File: config.mk
export PLATFORM = sky130hd
export DESIGN_NAME = sd_spi_card_responder_flat
export DESIGN_NICKNAME = d
export VERILOG_FILES = /design/src/rtl/sd_spi_card_responder_if.sv /design/src/rtl/sd_spi_card_responder.sv /design/src/flat_wrapper.sv
export SDC_FILE = /design/constraint.sdc
export NUM_CORES = 1
export LEC_CHECK = 0
export CORE_UTILIZATION = 60
export CTS_CLUSTER_DIAMETER = 50
export DETAILED_ROUTE_END_ITERATION = 10
export PLACE_DENSITY_LB_ADDON = 0.12
export SYNTH_ARGS = -nofsm -noshare
export SYNTH_HDL_FRONTEND = slang
export SYNTH_SLANG_ARGS = --single-unit
File: constraint.sdc
create_clock -name clk -period 4.1 [get_ports clk]
set_input_delay 0.82 -clock clk [delete_from_list [all_inputs] [get_ports clk]]
set_output_delay 0.82 -clock clk [all_outputs]
set_load 0.01 [all_outputs]
File: src/rtl/sd_spi_card_responder_if.sv
// SPI-mode SD link wires between the host (master) and the card model (slave).
`timescale 1ns / 1ps

interface sd_spi_card_responder_if;
    logic sd_cclk;  // SPI clock from host
    logic sd_cmd;   // MOSI, host -> card
    logic sd_cs;    // chip select, active low
    logic sd_data;  // MISO, card -> host

    modport master (
        output sd_cclk,
        output sd_cmd,
        output sd_cs,
        input  sd_data
    );

    modport slave (
        input  sd_cclk,
        input  sd_cmd,
        input  sd_cs,
        output sd_data
    );
endinterface

File: src/rtl/sd_spi_card_responder.sv
// SD card (responder) end of an SPI-mode link. Oversamples the SPI wires with clk,
// decodes 48-bit command frames and answers with R1/R3/R7 responses, enough for the
// CMD0 -> CMD8 -> CMD55/ACMD41 -> CMD58 bring-up sequence.
`timescale 1ns / 1ps

module sd_spi_card_responder #(
    parameter int unsigned NCR_BYTES  = 1,
    parameter int unsigned INIT_POLLS = 2,
    parameter logic [31:0] OCR_VALUE  = 32'h40FF8000
) (
    input  logic                    clk,
    input  logic                    rst_n,
    sd_spi_card_responder_if.slave  spi,
    output logic                    cmd_valid,
    output logic [5:0]              cmd_index,
    output logic [31:0]             cmd_arg,
    output logic                    crc_error,
    output logic                    card_ready
);

    localparam int unsigned NcrBits   = 8 * NCR_BYTES;
    localparam logic [6:0]  NcrBitsW  = 7'(NcrBits);
    localparam logic [7:0]  InitPolls = 8'(INIT_POLLS);

    typedef enum logic [2:0] {
        StHunt,
        StRx,
        StDecode,
        StNcr,
        StTx
    } state_e;

    // CRC7, polynomial x^7 + x^3 + 1, MSB first, zero preset.
    function automatic logic [6:0] crc7(input logic [39:0] d);
        logic [6:0] c;
        logic       fb;
        c = '0;
        for (int i = 39; i >= 0; i--) begin
            fb = d[i] ^ c[6];
            c  = {c[5:0], 1'b0};
            if (fb) begin
                c = c ^ 7'h09;
            end
        end
        return c;
    endfunction

    // Synchronizer stages and previous cclk sample for edge detection.
    logic cclk_m, cclk_s, cclk_p;
    logic mosi_m, mosi_s;
    logic cs_m, cs_s;

    state_e      state_q, state_d;
    logic [47:0] sh_q, sh_d;
    logic [6:0]  cnt_q, cnt_d;
    logic [39:0] resp_q, resp_d;
    logic [5:0]  resp_len_q, resp_len_d;
    logic        miso_q, miso_d;
    logic        cmd_valid_q, cmd_valid_d;
    logic [5:0]  cmd_index_q, cmd_index_d;
    logic [31:0] cmd_arg_q, cmd_arg_d;
    logic        crc_error_q, crc_error_d;
    logic        card_ready_q, card_ready_d;
    logic        in_idle_q, in_idle_d;
    logic        app_cmd_q, app_cmd_d;
    logic [7:0]  acmd41_cnt_q, acmd41_cnt_d;

    logic        cclk_rise, cclk_fall;
    logic [5:0]  dec_idx;
    logic [31:0] dec_arg;
    logic        dec_crc_ok;
    logic [7:0]  r1_idle;

    assign cclk_rise  = cclk_s & ~cclk_p;
    assign cclk_fall  = ~cclk_s & cclk_p;
    assign dec_idx    = sh_q[45:40];
    assign dec_arg    = sh_q[39:8];
    assign dec_crc_ok = (crc7(sh_q[47:8]) == sh_q[7:1]);
    assign r1_idle    = {7'b0, in_idle_q};

    // Two-flop synchronizers on all SPI inputs; cs resets deasserted.
    always_ff @(posedge clk or negedge rst_n) begin
        if (!rst_n) begin
            cclk_m <= 1'b0;
            cclk_s <= 1'b0;
            cclk_p <= 1'b0;
            mosi_m <= 1'b1;
            mosi_s <= 1'b1;
            cs_m   <= 1'b1;
            cs_s   <= 1'b1;
        end else begin
            cclk_m <= spi.sd_cclk;
            cclk_s <= cclk_m;
            cclk_p <= cclk_s;
            mosi_m <= spi.sd_cmd;
            mosi_s <= mosi_m;
            cs_m   <= spi.sd_cs;
            cs_s   <= cs_m;
        end
    end

    // State register and all card/frame state.
    always_ff @(posedge clk or negedge rst_n) begin
        if (!rst_n) begin
            state_q      <= StHunt;
            sh_q         <= '0;
            cnt_q        <= '0;
            resp_q       <= '0;
            resp_len_q   <= '0;
            miso_q       <= 1'b1;
            cmd_valid_q  <= 1'b0;
            cmd_index_q  <= '0;
            cmd_arg_q    <= '0;
            crc_error_q  <= 1'b0;
            card_ready_q <= 1'b0;
            in_idle_q    <= 1'b1;
            app_cmd_q    <= 1'b0;
            acmd41_cnt_q <= '0;
        end else begin
            state_q      <= state_d;
            sh_q         <= sh_d;
            cnt_q        <= cnt_d;
            resp_q       <= resp_d;
            resp_len_q   <= resp_len_d;
            miso_q       <= miso_d;
            cmd_valid_q  <= cmd_valid_d;
            cmd_index_q  <= cmd_index_d;
            cmd_arg_q    <= cmd_arg_d;
            crc_error_q  <= crc_error_d;
            card_ready_q <= card_ready_d;
            in_idle_q    <= in_idle_d;
            app_cmd_q    <= app_cmd_d;
            acmd41_cnt_q <= acmd41_cnt_d;
        end
    end

    // Next-state: frame capture, command decode and response shifting.
    always_comb begin
        state_d      = state_q;
        sh_d         = sh_q;
        cnt_d        = cnt_q;
        resp_d       = resp_q;
        resp_len_d   = resp_len_q;
        miso_d       = miso_q;
        cmd_valid_d  = 1'b0;
        cmd_index_d  = cmd_index_q;
        cmd_arg_d    = cmd_arg_q;
        crc_error_d  = crc_error_q;
        card_ready_d = card_ready_q;
        in_idle_d    = in_idle_q;
        app_cmd_d    = app_cmd_q;
        acmd41_cnt_d = acmd41_cnt_q;

        if (cs_s) begin
            // Deselected: drop whatever was in flight, card state untouched.
            state_d = StHunt;
            miso_d  = 1'b1;
        end else begin
            unique case (state_q)
                StHunt: begin
                    miso_d = 1'b1;
                    if (cclk_rise && !mosi_s) begin
                        sh_d    = '0;
                        cnt_d   = 7'd1;
                        state_d = StRx;
                    end
                end

                StRx: begin
                    if (cclk_rise) begin
                        sh_d  = {sh_q[46:0], mosi_s};
                        cnt_d = cnt_q + 7'd1;
                        if (cnt_q == 7'd47) begin
                            // sh_q[45] becomes bit 46 (transmission bit); mosi is the end bit.
                            state_d = (sh_q[45] && mosi_s) ? StDecode : StHunt;
                        end
                    end
                end

                StDecode: begin
                    cmd_valid_d = 1'b1;
                    cmd_index_d = dec_idx;
                    cmd_arg_d   = dec_arg;
                    crc_error_d = ~dec_crc_ok;
                    app_cmd_d   = 1'b0;
                    resp_len_d  = 6'd8;
                    resp_d      = {r1_idle | 8'h04, 32'd0};
                    if (!dec_crc_ok && (dec_idx == 6'd0 || dec_idx == 6'd8)) begin
                        resp_d = {r1_idle | 8'h08, 32'd0};
                    end else begin
                        case (dec_idx)
                            6'd0: begin
                                in_idle_d    = 1'b1;
                                card_ready_d = 1'b0;
                                acmd41_cnt_d = '0;
                                resp_d       = {8'h01, 32'd0};
                            end
                            6'd8: begin
                                resp_len_d = 6'd40;
                                resp_d     = {r1_idle, 8'h00, 8'h00,
                                              {7'b0, dec_arg[11:8] == 4'b0001},
                                              dec_arg[7:0]};
                            end
                            6'd55: begin
                                app_cmd_d = 1'b1;
                                resp_d    = {r1_idle, 32'd0};
                            end
                            6'd41: begin
                                if (app_cmd_q) begin
                                    if (acmd41_cnt_q == InitPolls) begin
                                        in_idle_d    = 1'b0;
                                        card_ready_d = 1'b1;
                                        resp_d       = {8'h00, 32'd0};
                                    end else begin
                                        acmd41_cnt_d = acmd41_cnt_q + 8'd1;
                                        resp_d       = {8'h01, 32'd0};
                                    end
                                end
                            end
                            6'd58: begin
                                resp_len_d = 6'd40;
                                resp_d     = {r1_idle, ~in_idle_q, OCR_VALUE[30:0]};
                            end
                            default: ;
                        endcase
                    end
                    cnt_d   = '0;
                    state_d = StNcr;
                end

                StNcr: begin
                    if (cclk_fall) begin
                        if (cnt_q == NcrBitsW) begin
                            miso_d  = resp_q[39];
                            resp_d  = {resp_q[38:0], 1'b0};
                            cnt_d   = 7'd1;
                            state_d = StTx;
                        end else begin
                            miso_d = 1'b1;
                            cnt_d  = cnt_q + 7'd1;
                        end
                    end
                end

                StTx: begin
                    if (cclk_fall) begin
                        // Falling edge after the last bit: it has been held a full period.
                        if (cnt_q == {1'b0, resp_len_q}) begin
                            miso_d  = 1'b1;
                            state_d = StHunt;
                        end else begin
                            miso_d = resp_q[39];
                            resp_d = {resp_q[38:0], 1'b0};
                            cnt_d  = cnt_q + 7'd1;
                        end
                    end
                end

                default: begin
                    state_d = StHunt;
                    miso_d  = 1'b1;
                end
            endcase
        end
    end

    assign spi.sd_data = miso_q;
    assign cmd_valid   = cmd_valid_q;
    assign cmd_index   = cmd_index_q;
    assign cmd_arg     = cmd_arg_q;
    assign crc_error   = crc_error_q;
    assign card_ready  = card_ready_q;

endmodule

File: src/flat_wrapper.sv
// flat-port wrapper written by rule: the top's interface ports become plain ports
module sd_spi_card_responder_flat 
#(
    parameter int unsigned NCR_BYTES  = 1,
    parameter int unsigned INIT_POLLS = 2,
    parameter logic [31:0] OCR_VALUE  = 32'h40FF8000
)
  (clk, rst_n, cmd_valid, cmd_index, cmd_arg, crc_error, card_ready, spi_sd_cclk, spi_sd_cmd, spi_sd_cs, spi_sd_data);
  sd_spi_card_responder_if spi_i ();
  input  logic clk;
  input  logic rst_n;
  output logic cmd_valid;
  output logic [5:0] cmd_index;
  output logic [31:0] cmd_arg;
  output logic crc_error;
  output logic card_ready;
  input wire logic [$bits(spi_i.sd_cclk)-1:0] spi_sd_cclk;
  input wire logic [$bits(spi_i.sd_cmd)-1:0] spi_sd_cmd;
  input wire logic [$bits(spi_i.sd_cs)-1:0] spi_sd_cs;
  output wire logic [$bits(spi_i.sd_data)-1:0] spi_sd_data;
  assign spi_i.sd_cclk = spi_sd_cclk;
  assign spi_i.sd_cmd = spi_sd_cmd;
  assign spi_i.sd_cs = spi_sd_cs;
  assign spi_sd_data = spi_i.sd_data;
  sd_spi_card_responder #(.NCR_BYTES(NCR_BYTES), .INIT_POLLS(INIT_POLLS), .OCR_VALUE(OCR_VALUE)) u_core (.clk(clk), .rst_n(rst_n), .spi(spi_i), .cmd_valid(cmd_valid), .cmd_index(cmd_index), .cmd_arg(cmd_arg), .crc_error(crc_error), .card_ready(card_ready));
endmodule
==> flow_summary_export.csv <==
group,metric,value,unit
synth,ys_ff_latch,159,
setup_path,critPathLaunch,"u_core.sh_q[45]",
routing,post-route-drc-count,0,
synth,yosysWarnings,0,
synth,synth_seq_area_share,49.84,%
setup_path,worstSetupPathType,"reg -> reg",
layout,n_fill_cell,949,
setup_path,worstSetupEndpoint,"u_core.acmd41_cnt_q[1]",
pwr,pwr-share-clk,39.6,%
die,die_area,13800,um^2
setup_path,path_common_cell,"xor3_1",
pwr,power.switching,1.266,mW
clock_tree,clk_pin_slew_worst_paths,0.06,ns
synth,syn_area,7998,um^2
clock_tree,worstSkewPairLatency,0.43,ns
die,rows,41,
die,die_h,117.5,um
die,die-width,117.5,um
layout,post_layout_nonfiller_instances,1061,
clock_tree,cts_sinks,159,
timing,relSlewSlack,30.94,%
pwr,p_seq_share,41.7,%
routing,antenna_left,0,
routing,dr.pass1.iters,5,
setup_path,r2r_cells,10,
pwr,swShare,29.35,%
routing,vias_per_cell,5.746,
job,drv_cap,0,
synth,syn-num-nets,858,
timing,slew_violations,0,
setup_path,r2r-end,"u_core.acmd41_cnt_q[1]",
routing,avgRoutedWirePerCell,16.46,um
clock_tree,ctsLongestPathBuffers,2,
setup_path,crit_fanout,11,
layout,area_delta_synth_final,15.44,%
synth,syn_area_per_cell,9.420,um^2
clock_tree,numCtsBuffers,17,
die,pin_count,47,
synth,synth.top_cell.area_share,47.87,%
die,start_util,62.36,%
die,core-area,12820,um^2
global_routing,antenna_found_initial,0,
timing,rsz0062_at_grt,"no",
synth,synthTopCellsByArea,"dfrtp_1 48%, nand2_1 13%, xnor3_1 5.6%",
setup_path,worst_ep_required_time,4.41,ns
timing,totalNegativeSetupSlack,0,ns
clock_tree,htree_levels,4,
global_routing,grt_pass1_vias,6030,
layout,drive_above_1_share,8.324,%
pwr,leakagePower,4.236,nW
placement,place_area,8594,um^2
pwr,p_per_area,467.1,nW/um^2
pwr,p_total,4.313,mW
setup_path,crit_chain,"xor3_1, xor2_1, xnor3_2, xor3_1, or3_4, a211oi_4, o21ai_2, buf_4, a21boi_0, mux2_2",
clock_tree,ctsResizeCount,0,
setup_path,critPathMaxStageDelay,0.53,ns
layout,final_cell_area,9233,um^2
clock_tree,cts_tree,"yes",
global_routing,grt_usage,27.16,%
timing,timing.fmax,0.2624,GHz
global_routing,grt-ovfl-total,0,
routing,finalWirelength,17460,um
timing,worst_slew_pin_slew,1.031,ns
pwr,peakVddDrop,0.2962,mV
setup_path,timing.rr.start,"u_core.sh_q[45]",
setup_path,worstSetupStartpointType,"flip-flop",
timing,clock_skew,0.006369,ns
clock_tree,root_buffer,"clkbuf_16",
synth,yosysUniqueCellTypes,55,
clock_tree,postCtsHoldBufs,0,
placement,gp_congestion,0.8871,
routing,first_iter_violations,683,
layout,num_antenna_cells,0,
pwr,combinationalPowerShare,18.7,%
setup_path,critPathArrivalTime,4.13,ns
placement,io_buffers,46,
global_routing,grt_max_degree,97,
hold_path,hold_class,"reg -> reg",
placement,dp_cells,1029,
timing,fin_crit_sh,92.96,%
synth,synth_top_area_cell,"dfrtp_1",
layout,nets,885,
clock_tree,post-cts-setup-buffers,0,
timing,period_needed,3.811,ns
global_routing,grt_first_pass_wirelength,29660,um
routing,route.vias.total,6096,
timing,setup_violations,0,
synth,syn_inst,849,
setup_path,crit_slowest_cell,"dfrtp_1",
placement,hpwl,11380,um
timing,final_hold_viol_count,0,
setup_path,end_kind,"flip-flop",
setup_path,r2r_slack,0.29,ns
run_status,status,"finished clean",
pwr,p_int,3.047,mW
## layout by cell type, fill, tap and decap left out, types with 3 or more instances in the layout
cell,count
a211oi_1,4
a21oi_1,36
a221oi_1,3
a31oi_1,3
and3_1,5
buf_4,14
bufinv_16,5
clkbuf_1,4
clkbuf_16,17
clkdlybuf4s50_1,45
dfrtp_1,153
dfstp_2,6
ha_1,4
inv_1,17
mux2i_1,7
nand2_1,269
nand2b_1,16
nand3_1,30
nand4_1,3
nor2_1,27
nor2b_1,3
nor3_1,4
nor4_1,4
nor4b_1,3
o21ai_0,85
o22ai_2,8
o31ai_1,4
or3_1,3
xnor2_1,24
xnor2_2,5
xnor3_1,20
xor2_1,11
xor3_1,7
## per-layer routing
metal	GRT usage, %	vias up	wire length [um]
li1	-	2886	-
met1	37.09	3029	7918
met2	43.93	152	8622
met3	5.378	29	654
met4	8.894	0	266
met5	0	-	0
## worst min path at each step
stage                       start       endpoint  slack [ns]  cells after the start
floorplan           u_core.cclk_m  u_core.cclk_s        0.33                      0
CTS                   u_core.cs_m    u_core.cs_s        0.36                      0
global placement    u_core.cclk_m  u_core.cclk_s        0.35                      0
detailed placement    u_core.cs_m    u_core.cs_s        0.35                      0
finish              u_core.mosi_m  u_core.mosi_s        0.36                      0
global route        u_core.mosi_m  u_core.mosi_s        0.37                      0
## cells in the mapped netlist, drive strengths merged
library cell and n:
nand2 269, dfrtp 153, o21ai 88, clkbuf 43, a21oi 36, nand3 31, xnor2 29, nor2 27
xnor3 21, inv 17, nand2b 16, xor2 11, buf 10, o22ai 9, mux2i 7, xor3 7
dfstp 6, a211oi 5, and3 5, nor3 5, ha 4, nor4 4, o31ai 4, or3 4
a221oi 3, a31oi 3, nand4 3, nor2b 3, nor4b 3, a21o 2, a22oi 2, mux2 2
nand3b 2, o211ai 2, o21a 2, or2 2, a21boi 1, and2 1, and4 1, o211a 1
o21bai 1, o32a 1, o41ai 1, or4 1, or4b 1
## registers in the layout (all words and copies together) (netlist names), 2 cells and up
signal               cells
u_core.resp_len_q        2
u_core.cmd_index         6
u_core.cmd_arg          32
u_core.state_q           3
u_core.acmd41_cnt_q      8
u_core.sh_q             48
u_core.resp_q           40
u_core.cnt_q             7
## worst max-delay path: cells and delay by family (launching register included)
| kind | cells | cell delay, ns |
|---|---|---|
| flops | 1 | 0.53 |
| mux | 1 | 0.38 |
| compound gates | 3 | 0.66 |
| simple gates | 1 | 0.35 |
| buf+inv | 1 | 0.18 |
| xor+xnor | 4 | 1.59 |
## layout make-up
| type | count | area (um^2) | area share, % |
|---|---|---|---|
| multi-input cells | 620 | 3742 | 40.53 |
| flip-flops and latches | 159 | 3986 | 43.18 |
| well taps | 172 | 215.2 | 2.331 |
| clock inverters | 10 | 183.9 | 1.992 |
| repair buffers | 61 | 586.8 | 6.356 |
| clock buffers | 22 | 454.2 | 4.919 |
| inverters | 17 | 63.81 | 0.6912 |
## cell families after synthesis
kind of cell | share of synthesized area, %
adder cells (fa/ha/maj) | 0.6258
AO/OA/AOI/OAI | 12.00
XOR/XNOR | 12.86
buffers and inverters | 3.489
multiplexers | 1.158
AND/OR/NAND/NOR | 20.03
flip-flops | 49.84
## metrics by stage
stage / hold WS, ns / worst slack (ns) / util [%]
floorplan: 0.3312 / 0.7352 / -
global placement: 0.3508 / 0.4146 / 67.01
detailed placement: 0.3476 / 0.2713 / 67.01
CTS: 0.3600 / 0.3034 / 71.99
global route: 0.3667 / 0.05414 / 71.99
finish: 0.3622 / 0.2886 / 71.99
## power groups by stage
| stage | clock, mW | combinational, mW | sequential [mW] |
|---|---|---|---|
| 2_1_floorplan | 0 | 0.606 | 1.78 |
| 3_3_place_gp | 0 | 0.759 | 1.81 |
| 3_5_place_dp | 0 | 0.793 | 1.82 |
| 4_1_cts | 1.73 | 0.805 | 1.79 |
| 5_1_grt | 1.80 | 0.887 | 1.81 |
| 6_report | 1.71 | 0.808 | 1.80 |
Power figures use the tool's default switching activity.
